$ cat config.mk
export PLATFORM = sky130hd
export DESIGN_NAME = mp_limb_adder
export DESIGN_NICKNAME = d
export VERILOG_FILES = /design/src/rtl/mp_limb_adder.sv
export SDC_FILE = /design/constraint.sdc
export NUM_CORES = 1
export LEC_CHECK = 0
export CAP_MARGIN = 20
export CORE_UTILIZATION = 35
export CTS_CLUSTER_SIZE = 8
export DETAILED_ROUTE_END_ITERATION = 8
export PLACE_DENSITY = 0.59
export SLEW_MARGIN = 15
export SYNTH_ARGS = -nofsm -noshare
export SYNTH_HDL_FRONTEND = slang
export SYNTH_SLANG_ARGS = --single-unit
export TNS_END_PERCENT = 5
$ cat constraint.sdc
create_clock -name clk -period 5.7 [get_ports clk]
set_clock_uncertainty 0.2 [all_clocks]
set_input_delay 1.14 -clock clk [delete_from_list [all_inputs] [get_ports clk]]
set_output_delay 1.14 -clock clk [all_outputs]
set_load 0.02 [all_outputs]
$ cat src/rtl/mp_limb_adder.sv
// mp_limb_adder: multi-cycle multi-precision adder controller.
// Two W-bit operands are added one N-bit limb per cycle through a single
// n_adder, LSB limb first, with the inter-limb carry held in a register.
// Optional macro OVF_FLAG_EN adds the out_ovf signed-overflow output.

// n_adder: plain N-bit ripple adder with carry-in and carry-out.
module n_adder #(
  parameter int N = 4
) (
  input  logic [N-1:0] A,
  input  logic [N-1:0] B,
  input  logic         ci,
  output logic [N-1:0] S,
  output logic         co
);

  assign {co, S} = {1'b0, A} + {1'b0, B} + {{N{1'b0}}, ci};

endmodule

module mp_limb_adder #(
  parameter int N     = 4,
  parameter int LIMBS = 4,
  parameter int W     = N * LIMBS
) (
  input  logic         clk,
  input  logic         rstn,
  input  logic         in_valid,
  output logic         in_ready,
  input  logic [W-1:0] in_a,
  input  logic [W-1:0] in_b,
  input  logic         in_ci,
  output logic         out_valid,
  input  logic         out_ready,
  output logic [W-1:0] out_sum,
  output logic         out_co
`ifdef OVF_FLAG_EN
  ,
  output logic         out_ovf
`endif
);

  localparam int IDX_W = (LIMBS > 1) ? $clog2(LIMBS) : 1;
  localparam logic [IDX_W-1:0] IDX_LAST = IDX_W'(LIMBS - 1);

  typedef enum logic [1:0] {
    IDLE = 2'd0,
    RUN  = 2'd1,
    DONE = 2'd2
  } state_t;

  state_t           state_q, state_d;
  logic [W-1:0]     a_q, a_d;
  logic [W-1:0]     b_q, b_d;
  logic [W-1:0]     work_q, work_d;      // partial sum built limb by limb
  logic [W-1:0]     out_sum_q, out_sum_d;
  logic             out_co_q, out_co_d;
  logic             carry_q, carry_d;
  logic [IDX_W-1:0] idx_q, idx_d;
`ifdef OVF_FLAG_EN
  logic             out_ovf_q, out_ovf_d;
`endif

  // Limb datapath: the selected limb pair goes through the shared adder.
  logic [N-1:0] add_a, add_b, add_s;
  logic         add_co;
  logic [W-1:0] sum_asm;

  assign add_a = a_q[idx_q*N +: N];
  assign add_b = b_q[idx_q*N +: N];

  n_adder #(.N(N)) u_n_adder (
    .A  (add_a),
    .B  (add_b),
    .ci (carry_q),
    .S  (add_s),
    .co (add_co)
  );

  // Partial sum with the current limb merged in; on the last limb this is the full result.
  always_comb begin
    sum_asm = work_q;
    sum_asm[idx_q*N +: N] = add_s;
  end

  // Next-state and datapath update for the IDLE/RUN/DONE controller.
  always_comb begin
    state_d   = state_q;
    a_d       = a_q;
    b_d       = b_q;
    work_d    = work_q;
    out_sum_d = out_sum_q;
    out_co_d  = out_co_q;
    carry_d   = carry_q;
    idx_d     = idx_q;
`ifdef OVF_FLAG_EN
    out_ovf_d = out_ovf_q;
`endif
    case (state_q)
      IDLE: begin
        if (in_valid) begin
          a_d     = in_a;
          b_d     = in_b;
          carry_d = in_ci;
          idx_d   = '0;
          state_d = RUN;
        end
      end
      RUN: begin
        work_d  = sum_asm;
        carry_d = add_co;
        if (idx_q == IDX_LAST) begin
          // Final limb: publish the result; idx is left in place rather than wrapped.
          out_sum_d = sum_asm;
          out_co_d  = add_co;
`ifdef OVF_FLAG_EN
          out_ovf_d = (a_q[W-1] == b_q[W-1]) && (add_s[N-1] != a_q[W-1]);
`endif
          state_d   = DONE;
        end else begin
          idx_d = idx_q + IDX_W'(1);
        end
      end
      DONE: begin
        // Result held until taken; IDLE next so one bubble cycle follows.
        if (out_ready) begin
          state_d = IDLE;
        end
      end
      default: state_d = IDLE;
    endcase
  end

  // State and datapath registers; reset aborts any transaction in flight.
  always_ff @(posedge clk or negedge rstn) begin
    if (!rstn) begin
      state_q   <= IDLE;
      a_q       <= '0;
      b_q       <= '0;
      work_q    <= '0;
      out_sum_q <= '0;
      out_co_q  <= 1'b0;
      carry_q   <= 1'b0;
      idx_q     <= '0;
`ifdef OVF_FLAG_EN
      out_ovf_q <= 1'b0;
`endif
    end else begin
      state_q   <= state_d;
      a_q       <= a_d;
      b_q       <= b_d;
      work_q    <= work_d;
      out_sum_q <= out_sum_d;
      out_co_q  <= out_co_d;
      carry_q   <= carry_d;
      idx_q     <= idx_d;
`ifdef OVF_FLAG_EN
      out_ovf_q <= out_ovf_d;
`endif
    end
  end

  assign in_ready  = (state_q == IDLE);
  assign out_valid = (state_q == DONE);
  assign out_sum   = out_sum_q;
  assign out_co    = out_co_q;
`ifdef OVF_FLAG_EN
  assign out_ovf   = out_ovf_q;
`endif

endmodule
==> metrics.md, run 1 <==
| Metric | Value |
|---|---|
| Initial antenna violation count | 0 |
| Crit path largest cell delay | 0.92 ns |
| Worst endpoint data arrival time | 3.53 ns |
| Placed cells | 391 |
| CTS clock-pin slew for the worst setup and hold paths | 0.07 ns |
| Gr ovfl total | 0 |
| Failing checks | design-rule violations |
| Maximum level of the CTS H-tree | 3 |
| Final setup viols | 0 |
| WS Path Type | reg -> reg |
| Initial Utilization | 36.6% |
| Layout cells sized above 1 | 22.7% |
| P&R area growth vs syn | 25.7% |
| Fillcell total | 825 |
| Post-CTS setup buffer count | 0 |
| Critical path cell sequence | mux4_2, fa_1, fa_1, xor2_1, and2_1, a22o_1 |
| Worst EP required | 5.78 ns |
| Max IR drop VDD | 293 uV |
| Worst skew pair latency | 0.35 ns |
| Tot GR Track Use | 14.9% |
| Setup TNS Final | 0 ns |
| CTS tree | done |
| HP Class | reg -> reg |
| Root Buffer | clkbuf_8 |
| Routed wire length | 6540 um |
| Ratio of final minimum period to clock period | 60.5% |
| Hold buffer count at CTS | 0 |
| CTS Buf Count | 9 |
| Die area | 9640 um2 |
| Seq cells post-synth | 70 |
| Startpoint types | flip-flop |
| Status | complete, but fails checks |
| FMAX | 290 MHz |
| Core Util, Final | 46.0% |
| Core area | 8850 um2 |
| Post-route ant nets | 0 |
| Crit path top cell by count | fa_1 |
| Fin nets | 342 |
| Post-synth ARST share | 100% |
| EDFF count, synth | 0 |
| Sequential cell area | 1750 um2 |
| Top cells by count, synth | dfrtp_1 (70), mux2_2 (31), nor2_1 (30) |
| Ports | 56 |
| Routed WL per cell | 16.1 um |
| Synthesized area | 3240 um2 |
| Row count | 34 |
| Post-detail-place hpwl | 4530 um |
| Die height | 98.2 um |
| # port buffers | 55 |
| Cell family with most CP delay | flip-flops |
| GPL Wtd Cong | 0.757 |
| Syn Inst Count | 239 |
| Cell with the most instances after synthesis | dfrtp_1 |
| Least-Margin Pin Slew | 0.890 ns |
| Vias in the first global route | 2161 |
| Net count after synthesis | 287 |
| Vias per cell | 5.25 |
| Crit-path max FO | 16 |
| DRC | 2 |
| Leakage Power | 1.72 nW |
| Worst path slowest cell | dfrtp_1 |
| PwrDens | 675 nW/um2 |
| Ranking of synthesized cells by area | dfrtp_1 (54%), mux2_2 (11%), mux4_2 (5.6%) |
| # clock sinks | 70 |
| # resized after CTS | 0 |
| Largest net degree at the start of global routing | 71 |
| Ant. Diodes | 0 |
| Multi-input logic area | 1390 um2 |
| Synth area leader | dfrtp_1 |
| Final min period | 3.45 ns |
| CTS max path bufs | 2 |
| First-pass GRT wire length | 11100 um |
| Final hold slack | 0.291 ns |
| Die X | 98.2 um |
| CP bufs+invs | 0 |
| Hold Vio Cnt, Final | 0 |
| Fin cells | 407 |
| Sequential fraction of the synthesis area | 54.1% |
| Crit path capture type | flip-flop |
| Pins Over Slew Limit | 0 |
| Via count | 2135 |
| Distinct cell type count after synthesis | 36 |
| Max Cap Viol | 0 |
| Synthesized area per cell | 13.5 um2 |
| RSZ-0062 raised after global routing | no |
| Ys Warns | 0 |
| Initial DRC count | 89 |
| Top cell type's share of synthesized area | 54.1% |
| Worst slew margin | 40.6% |
| 1st-pass router iterations | 6 |
| Synth Flop Type | dfrtp_1 |
==> stage by stage <==
step	area, um2	setup WS (ns)	power, mW
3_3_place_gp	3870	2.27	2.34
5_1_grt	4070	1.97	2.96
2_1_floorplan	3240	2.74	1.93
3_5_place_dp	3870	2.19	2.37
6_report	4070	2.25	2.75
4_1_cts	4070	2.19	2.79
==> layer usage <==
| metal | vias up | share of wire, % | global-route usage, % | wire (um) |
|---|---|---|---|---|
| met5 | - | 0 | 0 | 0 |
| li1 | 997 | - | - | - |
| met2 | 60 | 46 | 22.7 | 3030 |
| met4 | 0 | 1.6 | 6.54 | 107 |
| met3 | 12 | 5.2 | 3.87 | 343 |
| met1 | 1066 | 47 | 20.1 | 3060 |
==> final timing paths <==
path / from / to / slack [ns] / cells after the start
max in group asynchronous: rstn / idx_q[0]$_DFFE_PN0P_ / 3.92 / 2
min: a_q[1]$_DFFE_PN0P_ / a_q[1]$_DFFE_PN0P_ / 0.29 / 1
max reg2reg: idx_q[0]$_DFFE_PN0P_ / work_q[2]$_DFFE_PN0P_ / 2.25 / 6
min reg2reg: a_q[1]$_DFFE_PN0P_ / a_q[1]$_DFFE_PN0P_ / 0.29 / 1
max: idx_q[0]$_DFFE_PN0P_ / work_q[2]$_DFFE_PN0P_ / 2.25 / 6
min in group asynchronous: rstn / state_q[1]$_DFFE_PN0P_ / 0.80 / 2
==> cells by family after synthesis <==
kind of cell / Yosys count / share of synthesized area, %
DFF: 70 / 54.1
and+or+nand+nor: 50 / 9.35
AOI/OAI and AO/OA: 45 / 11.6
muxes: 41 / 17.0
buffers and inverters: 21 / 2.94
adders and majority gates: 11 / 4.71
xor gates and xnor gates: 1 / 0.271
==> final cells by class <==
| type | count | area share, % |
|---|---|---|
| sequential | 70 | 43.1 |
| multi-input combinational | 148 | 34.2 |
| timing repair buffer | 57 | 13.8 |
| clock buffer | 12 | 3.81 |
| tap | 108 | 3.32 |
| clock inverter | 4 | 1.11 |
| inverter | 8 | 0.738 |
==> sequential cells by signal, summed over array words and instances (netlist names) <==
register / cells
a_q: 16
b_q: 16
carry_q: 1
idx_q: 2
out_co: 1
out_sum: 16
state_q: 2
work_q: 16
==> cells in the final DEF (no fill, tap or decap), drive strengths merged, types with 4 or more instances in the layout <==
master and count:
a22o 5, a221oi 12, nor2 30, a32oi 4, dfrtp 70, clkbuf 12, inv 8, a32o 12
clkdlybuf4s50 54, ha 9, a21oi 6, mux4 8, mux2 33, nand2 6
==> report_power, final <==
group	leakage [nW]	switching (mW)	internal (mW)	total (mW)
clock network	0.106	0.184	0.224	0.408
logic	0.753	0.756	0.689	1.44
registers	0.859	0.163	0.731	0.895
(Power assumes the default switching activity.)
==> run 2, diff against run 1 <==
--- a/config.mk
+++ b/config.mk
@@ -9,7 +9,7 @@
 export CORE_UTILIZATION = 35
 export CTS_CLUSTER_SIZE = 8
 export DETAILED_ROUTE_END_ITERATION = 8
-export PLACE_DENSITY = 0.59
+export PLACE_DENSITY = 0.61
 export SLEW_MARGIN = 15
 export SYNTH_ARGS = -nofsm -noshare
 export SYNTH_HDL_FRONTEND = slang
==> constraint.sdc (replaced) <==
create_clock -name clk -period 2.85 [get_ports clk]
set_clock_uncertainty 0.2 [all_clocks]
set_input_delay 0.57 -clock clk [delete_from_list [all_inputs] [get_ports clk]]
set_output_delay 0.57 -clock clk [all_outputs]
set_load 0.02 [all_outputs]
==> metrics.md, run 2 (synthesis results as in run 1) <==
| Metric | Value |
|---|---|
| Status | complete, no violations (was complete, but fails checks) |
| CTS Buf Count | 9 (unchanged) |
| CTS clock-pin slew for the worst setup and hold paths | 0.07 ns (about the same) |
| Post-detail-place hpwl | 4840 um (was 4530 um) |
| Crit-path max FO | 5 (was 16) |
| Largest net degree at the start of global routing | 71 (unchanged) |
| Worst skew pair latency | 0.35 ns (about the same) |
| Max IR drop VDD | 656 uV (was 293 uV) |
| Die area | 9640 um2 (unchanged) |
| Fin nets | 349 (was 342) |
| Fillcell total | 784 (was 825) |
| Ratio of final minimum period to clock period | 96.8% (was 60.5%) |
| Worst path slowest cell | mux4_2 (was dfrtp_1) |
| Gr ovfl total | 0 (unchanged) |
| Leakage Power | 1.77 nW (was 1.72 nW) |
| Layout cells sized above 1 | 26.1% (was 22.7%) |
| Placed cells | 398 (was 391) |
| Ports | 56 (unchanged) |
| Total power | 5.99 mW (was 2.75 mW) |
| Worst EP required | 2.87 ns (was 5.78 ns) |
| CTS max path bufs | 2 (unchanged) |
| Core area | 8850 um2 (unchanged) |
| Post-route ant nets | 0 (unchanged) |
| Highest metal used | met4 (unchanged) |
| Wire length on met1 | 3070 um (was 3060 um) |
| First-pass GRT wire length | 11900 um (was 11100 um) |
| Vias in the first global route | 2349 (was 2161) |
| GPL Wtd Cong | 0.800 (was 0.757) |
| Final hold slack | 0.0361 ns (was 0.291 ns) |
| Ant. Diodes | 0 (unchanged) |
| Crit path largest cell delay | 0.54 ns (was 0.92 ns) |
| Max Cap Viol | 0 (unchanged) |
| Crit path capture type | flip-flop (unchanged) |
| Final setup viols | 0 (unchanged) |
| Routed WL per cell | 16.7 um (was 16.1 um) |
| DRC | 0 (was 2) |
| Startpoint types | flip-flop (unchanged) |
| Met2 wire len | 3470 um (was 3030 um) |
| Initial Utilization | 36.6% (unchanged) |
| Die X | 98.2 um (unchanged) |
| Most common cell after layout, fill and taps aside | dfrtp_1 (unchanged) |
| Worst endpoint data arrival time | 2.78 ns (was 3.53 ns) |
| Via count | 2182 (was 2135) |
| PwrDens | 1420 nW/um2 (was 675 nW/um2) |
| 1st-pass router iterations | 6 (unchanged) |
| P&R area growth vs syn | 30.2% (was 25.7%) |
| Critical path cell sequence | mux4_2, fa_2, fa_2, a21o_2, a21oi_1, a21oi_1 (was mux4_2, fa_1, fa_1, xor2_1, and2_1, a22o_1) |
| Row count | 34 (unchanged) |
| Root Buffer | clkbuf_8 (unchanged) |
| Fin cells | 414 (was 407) |
| Least-Margin Pin Slew | 0.502 ns (was 0.890 ns) |
| Routed wire length | 6920 um (was 6540 um) |
| CTS tree | done (unchanged) |
| DR WL met3 | 288 um (was 343 um) |
| Vias per cell | 5.27 (was 5.25) |
| Die height | 98.2 um (unchanged) |
| Hold Vio Cnt, Final | 0 (unchanged) |
| Maximum level of the CTS H-tree | 3 (unchanged) |
| Commonest cells after routing, fill and taps aside | dfrtp_1 (69), clkdlybuf4s50_1 (54), mux2_2 (31) (was dfrtp_1 (70), clkdlybuf4s50_1 (54), mux2_2 (31)) |
| Initial DRC count | 89 (unchanged) |
| # port buffers | 55 (unchanged) |
| Initial antenna violation count | 0 (unchanged) |
| Tot GR Track Use | 16.1% (was 14.9%) |
| RSZ-0062 raised after global routing | no (unchanged) |
| Worst slew margin | 66.4% (was 40.6%) |
| WS Path Type | reg -> reg (unchanged) |
| FMAX | 363 MHz (was 290 MHz) |
| # clock sinks | 70 (unchanged) |
| Final min period | 2.76 ns (was 3.45 ns) |
| HP Class | in -> async (was reg -> reg) |
| Pins Over Slew Limit | 0 (unchanged) |
| Setup TNS Final | 0 ns (unchanged) |
[run 2: report_power, final]
part	switching [mW]	leakage (nW)	internal, mW
clock	0.358	0.110	0.514
combinational	1.75	0.797	1.61
sequential	0.286	0.858	1.47
total	2.39	1.77	3.59
[run 2: through the flow]
step | cell area, um2 | worst slack (ns) | utilization [%]
global route | 4220 | 0.0296 | 47.6
CTS | 4180 | 0.0228 | 47.2
finish | 4220 | 0.0915 | 47.6
detailed placement | 3950 | -0.0883 | 44.6
global placement | 3950 | -0.0392 | 44.6
floorplan | 3250 | 0.0269 | -
[run 2: path summary, 6_finish.rpt]
kind / slack (ns) / cells past startpoint / to / startpoint
worst min register to register: 0.29 / 1 / a_q[1]$_DFFE_PN0P_ / a_q[1]$_DFFE_PN0P_
worst max-delay path: 0.09 / 6 / carry_q$_DFFE_PN0P_ / idx_q[0]$_DFFE_PN0P_
max in group asynchronous: 2.09 / 2 / idx_q[0]$_DFFE_PN0P_ / rstn
min in group clk: 0.29 / 1 / a_q[1]$_DFFE_PN0P_ / a_q[1]$_DFFE_PN0P_
worst min-delay path: 0.04 / 2 / out_sum[2]$_DFFE_PN0P_ / rstn
worst max register to register: 0.09 / 6 / carry_q$_DFFE_PN0P_ / idx_q[0]$_DFFE_PN0P_
[run 2: area by class of cell]
| cell class | instances | area (um2) | area share [%] |
|---|---|---|---|
| clock inverter | 4 | 70.1 | 1.66 |
| tap | 108 | 135 | 3.21 |
| sequential | 70 | 1750 | 41.6 |
| multi-input combinational | 148 | 1440 | 34.2 |
| inverter | 8 | 30.0 | 0.712 |
| timing repair buffer | 64 | 642 | 15.2 |
| clock buffer | 12 | 145 | 3.44 |
[run 2: critical path: cells and delay by family (launching register included)]
family | cells | cell delay [ns]
fa+ha+maj | 2 | 0.79
flops | 1 | 0.44
compound gates | 3 | 0.66
mux | 1 | 0.54
[run 2: metal layers]
metal  global-route usage (%)  vias up
li1                         -     1012
met4                     4.13        0
met5                        0        -
met2                     26.6       58
met3                     4.94       14
met1                     20.7     1098
[run 2: timing repair]
action                                  CTS  global route
gates resized for setup                   3             5
endpoints found under the hold margin     0             0
buffers inserted                          0             0
endpoints found under the setup margin    8             9
hold buffers                              0             0
